**src/rtl/store_merge_unit.sv**
```systemverilog
// store_merge_unit
//   Executes SB/SH/SW into a word-wide data memory that has no byte enables.
//   SW writes the whole word directly. SB/SH read the word, replace the
//   addressed byte/half lane and write the word back. Little-endian.
//
// Ports
//   clk, rst_n         clock (rising edge), asynchronous active-low reset
//   req_valid/ready    store request handshake; ready only while idle
//   inst/addr/wdata    store instruction, byte address, rs2 data (sampled at accept)
//   mem_addr           word-aligned address during READ/WAIT/WRITE, else 0
//   mem_re/mem_rdata   read strobe; read data is valid the cycle after mem_re
//   mem_we/mem_wdata   one-cycle write strobe and full merged word
//   done/fault         one-cycle completion / rejection pulses

// One byte lane of the read-modify-write merge.
module store_merge_lane (
    input  logic       sel,
    input  logic [7:0] new_byte,
    input  logic [7:0] old_byte,
    output logic [7:0] merged
);
    assign merged = sel ? new_byte : old_byte;
endmodule

module store_merge_unit #(
    parameter int WIDTH      = 32,
    parameter int ADDR_WIDTH = 32
) (
    input  logic                  clk,
    input  logic                  rst_n,
    input  logic                  req_valid,
    output logic                  req_ready,
    input  logic [WIDTH-1:0]      inst,
    input  logic [ADDR_WIDTH-1:0] addr,
    input  logic [WIDTH-1:0]      wdata,
    output logic [ADDR_WIDTH-1:0] mem_addr,
    output logic                  mem_re,
    input  logic [WIDTH-1:0]      mem_rdata,
    output logic                  mem_we,
    output logic [WIDTH-1:0]      mem_wdata,
    output logic                  done,
    output logic                  fault
);
    localparam int         NUM_LANES = WIDTH / 8;
    localparam logic [6:0] OP_STORE  = 7'b0100011;
    localparam logic [2:0] F3_SB     = 3'b000;
    localparam logic [2:0] F3_SH     = 3'b001;
    localparam logic [2:0] F3_SW     = 3'b010;

    typedef enum logic [2:0] {
        S_IDLE, S_READ, S_WAIT, S_WRITE, S_DONE, S_FAULT
    } state_t;

    state_t state, state_nxt;

    logic [ADDR_WIDTH-1:0] addr_q;
    logic [15:0]           wdata_q;     // only the SB/SH payload is needed after accept
    logic [2:0]            funct3_q;
    logic [WIDTH-1:0]      merge_q;
    logic [WIDTH-1:0]      lane_merged;

    // Request decode, only meaningful while idle.
    logic [2:0] req_f3;
    logic       req_bad;
    logic       accept;

    assign req_f3  = inst[14:12];
    assign accept  = req_valid && (state == S_IDLE);
    assign req_bad = (inst[6:0] != OP_STORE)
                  || !(req_f3 == F3_SB || req_f3 == F3_SH || req_f3 == F3_SW)
                  || (req_f3 == F3_SH && addr[0])
                  || (req_f3 == F3_SW && addr[1:0] != 2'b00);

    // Instruction bits outside opcode/funct3 do not matter to a store merge.
    logic unused_inst_bits;
    assign unused_inst_bits = ^{inst[WIDTH-1:15], inst[11:7]};

    // Per-lane merge of latched store data into the word read from memory.
    // SB selects one byte by addr[1:0]; SH selects the half by addr[1] and
    // feeds the low/high payload byte to the even/odd lane of that half.
    genvar g;
    generate
        for (g = 0; g < NUM_LANES; g++) begin : g_lane
            localparam logic [1:0] LANE = 2'(g);
            localparam int         HLO  = (g % 2) * 8;
            logic       sel;
            logic [7:0] new_byte;
            assign sel      = (funct3_q == F3_SB) ? (addr_q[1:0] == LANE)
                                                  : (addr_q[1] == LANE[1]);
            assign new_byte = (funct3_q == F3_SB) ? wdata_q[7:0] : wdata_q[HLO +: 8];
            store_merge_lane u_lane (
                .sel      (sel),
                .new_byte (new_byte),
                .old_byte (mem_rdata[8*g +: 8]),
                .merged   (lane_merged[8*g +: 8])
            );
        end
    endgenerate

    always_ff @(posedge clk or negedge rst_n) begin
        if (!rst_n) begin
            state    <= S_IDLE;
            addr_q   <= '0;
            wdata_q  <= '0;
            funct3_q <= '0;
            merge_q  <= '0;
        end else begin
            state <= state_nxt;
            if (accept) begin
                addr_q   <= addr;
                wdata_q  <= wdata[15:0];
                funct3_q <= req_f3;
                if (req_f3 == F3_SW) merge_q <= wdata;
            end else if (state == S_WAIT) begin
                merge_q <= lane_merged;
            end
        end
    end

    always_comb begin
        state_nxt = state;
        req_ready = 1'b0;
        mem_re    = 1'b0;
        mem_we    = 1'b0;
        mem_addr  = '0;
        mem_wdata = '0;
        done      = 1'b0;
        fault     = 1'b0;
        case (state)
            S_IDLE: begin
                req_ready = 1'b1;
                if (req_valid) begin
                    if (req_bad)               state_nxt = S_FAULT;
                    else if (req_f3 == F3_SW)  state_nxt = S_WRITE;
                    else                       state_nxt = S_READ;
                end
            end
            S_READ: begin
                mem_re    = 1'b1;
                mem_addr  = {addr_q[ADDR_WIDTH-1:2], 2'b00};
                state_nxt = S_WAIT;
            end
            S_WAIT: begin
                mem_addr  = {addr_q[ADDR_WIDTH-1:2], 2'b00};
                state_nxt = S_WRITE;
            end
            S_WRITE: begin
                mem_we    = 1'b1;
                mem_addr  = {addr_q[ADDR_WIDTH-1:2], 2'b00};
                mem_wdata = merge_q;
                state_nxt = S_DONE;
            end
            S_DONE: begin
                done      = 1'b1;
                state_nxt = S_IDLE;
            end
            S_FAULT: begin
                fault     = 1'b1;
                state_nxt = S_IDLE;
            end
            default: state_nxt = S_IDLE;
        endcase
    end
endmodule

```
**config.mk**
```make
export PLATFORM = sky130hd
export DESIGN_NAME = store_merge_unit
export DESIGN_NICKNAME = d
export VERILOG_FILES = /design/src/rtl/store_merge_unit.sv
export SDC_FILE = /design/constraint.sdc
export NUM_CORES = 1
export LEC_CHECK = 0
export CAP_MARGIN = 20
export CORE_ASPECT_RATIO = 1.5
export CORE_MARGIN = 4
export CORE_UTILIZATION = 25
export CTS_CLUSTER_DIAMETER = 50
export DETAILED_ROUTE_END_ITERATION = 6
export SLEW_MARGIN = 25
export SYNTH_ARGS = -nofsm -noshare
export SYNTH_HDL_FRONTEND = slang
export SYNTH_SLANG_ARGS = --single-unit
```
**constraint.sdc**
```tcl
create_clock -name clk -period 2.9 [get_ports clk]
set_input_delay 0.58 -clock clk [delete_from_list [all_inputs] [get_ports clk]]
set_output_delay 0.58 -clock clk [all_outputs]
set_load 0.02 [all_outputs]
```
==> out/results.tsv <==
metric	value	unit
via count	4326	
Power Dens Cells	1010	nW/µm²
post-synthesis sequential area ratio	46.9	%
status	finished clean	
global-route wire length before repair	24300	µm
Critical Setup Path Class	flip-flop to primary output	
chip height	174	µm
Clk pin slew, worst setup/hold paths	0.07	ns
reg2reg end	addr_q[13]	
EDFF count, synth	0	
fillers	1877	
clk root buf	clkbuf_16	
multi-input combinational cell area	2240	µm²
setup_tns	0	ns
first drt pass iteration count	5	
clk_skew	0.00848	ns
largest net degree at the start of global routing	57	
library cells used by synthesis	45	
Post-Synthesis Cells	528	
CP Max Fanout	33	
Mean Syn Cell Area	8.69	µm²
FFs w/ async S/R, synth	100	%
die span in x	119	µm
final instance area	6890	µm²
IO Pins	200	
crit share post-route	93.1	%
Rel. slew slack	46.0	%
Startpoint Class	flip-flop	
Most used DFF post-synth	dfrtp_1	
drt via density	4.74	
WHS	0.232	ns
reg2reg setup slack	0.85	ns
RSZ-0062 raised after global routing	no	
most instantiated cells after synthesis	nand2_1 (146), dfrtp_1 (86), and2_1 (71), nor2_1 (43), a31oi_1 (17)	
CP Data Required Time	2.32	ns
nets@finish	821	
H-Tree Depth	3	
register area	2150	µm²
row count	60	
Mapped Area	4590	µm²
Period minus WS final	2.70	ns
MaxCap Viol Count	0	
CP endpoint kind	primary output	
R2R cell count	6	
FF-to-FF Start	state[1]	
Least-Margin Pin Slew	0.810	ns
count leader, synth	nand2_1	
drt drc	0	
yosys warns	0	
RePlAce Congestion	0.786	
CTS tree	built	
worst vdd ir	0.363	mV
CP arrival	2.12	ns
flops & latches, synth	86	
Clock Path Buffers	2	
Area after DPL	6580	µm²
final hold vios	0	
biggest area consumer among synthesized cells	dfrtp_1	
ratio of cells with drive above 1 in the final layout	7.05	%
Power, Total	0.00695	W
die area	20600	µm²
Max Clk Rate	0.370	GHz
final wirelength	15600	µm
Tightest Hold Check Type	input port to async pin	
Core ar.	18000	µm²
Clk Latency, worst-skew pair	0.34	ns
Tot GR Track Use	14.9	%
GRT overflow	0	
hpwl dp	11300	µm
Post-CTS Hold Buffers	0	
CTS buffer count	9	
synth top area cells	dfrtp_1 (47%), nand2_1 (12%), and2_1 (9.7%)	
DRT iter0 DRCs	195	
fin util	38.3	%
# setup viols final	0	
synthesis-to-finish area growth	50.3	%
port bufs	175	
ANT nets after route	0	
CTS Sinks	86	
ant diodes	0	
WL/cell	17.1	µm
vias in the first global route	4292	
initial antenna violation count	1	
area share of the largest cell type after synthesis	46.9	%
leakage power	3.00	nW
Max Slew Vio Count	0	
initial core utilization	25.5	%
stage by stage:
stage	instances	setup slack, ns
global route	912	0.0567
global placement	896	0.371
detailed placement	896	0.363
floorplan	529	0.915
CTS	912	0.117
finish	912	0.201
kinds of logic after synthesis:
group / after synthesis / synth area share [%]
AND/OR/NAND/NOR: 310 / 32.8
flip-flops: 86 / 46.9
AO/OA/AOI/OAI: 83 / 13.6
buffers and inverters: 40 / 4.88
multiplexers: 8 / 1.75
other: 1 / 0.0818
layout make-up:
type / instances / area share (%)
clock buffers: 12 / 3.72
clock inverters: 4 / 0.799
inverters: 2 / 0.109
multi-input cells: 403 / 32.5
flip-flops and latches: 86 / 31.2
well taps: 217 / 3.94
repair buffers: 188 / 27.7
what timing repair did:
action                     4_1_cts  5_1_grt
resized for setup                1        1
setup endpoints to repair       10        4
setup buffers                    0        0
routing by layer:
layer	wire length, µm	share of wire [%]	vias to the layer above	GRT usage [%]
met5	15	0.096	-	0
met4	541	3.5	2	6.52
met3	1010	6.5	34	4.30
met2	7970	51	145	25.5
met1	6020	39	2047	17.3
li1	-	-	2098	-
where the power goes:
group | leakage (nW) | total [W] | switching [W] | internal [W]
Combinational | 1.80 | 0.00346 | 0.00191 | 0.00155
Clock | 0.149 | 0.00122 | 0.000504 | 0.000719
Sequential | 1.05 | 0.00227 | 0.000484 | 0.00178
registers in the layout (all words and copies together), names as in the netlist:
register / count
addr_q: 32
funct3_q: 3
wdata_q: 16
merge_q: 32
state: 3
critical path, cell delays in order (launching register included):
cell and delay [ns]:
dfrtp_1 0.48, nand2_1 0.12, nor2_2 0.17, buf_12 0.20, and2_1 0.16, clkdlybuf4s50_1 0.64
cells in the final DEF, fill, tap and decap left out, types with 2 or more instances in the layout:
master and count:
o211ai_1 9, clkinv_4 2, nor3_1 8, clkbuf_8 2
clkbuf_16 9, buf_12 5, nand2_2 2, o22ai_1 9
o211ai_2 8, nor2_1 41, a21o_1 8, a31oi_1 17
conb_1 2, or3_1 2, buf_4 9, a21oi_1 2
nand2b_1 2, o21ai_0 8, and2_1 71, clkdlybuf4s50_1 174
nand3_1 16, nand2_1 145, o21a_1 10, nor4b_1 9
o221ai_1 8, mux2i_1 8, inv_1 2, dfrtp_1 85
nor4b_4 2
how the worst max path moves through the flow:
stage	start	endpoint	slack, ns
after detailed placement	state[1]	mem_addr[20]	0.36
after floorplan	state[2]	mem_wdata[23]	0.92
final	state[0]	mem_wdata[30]	0.20
after global placement	state[1]	mem_addr[20]	0.37
after CTS	state[1]	mem_addr[18]	0.12
after global routing	state[0]	mem_wdata[31]	0.06
No activity file was read; power rests on OpenSTA's default activity.
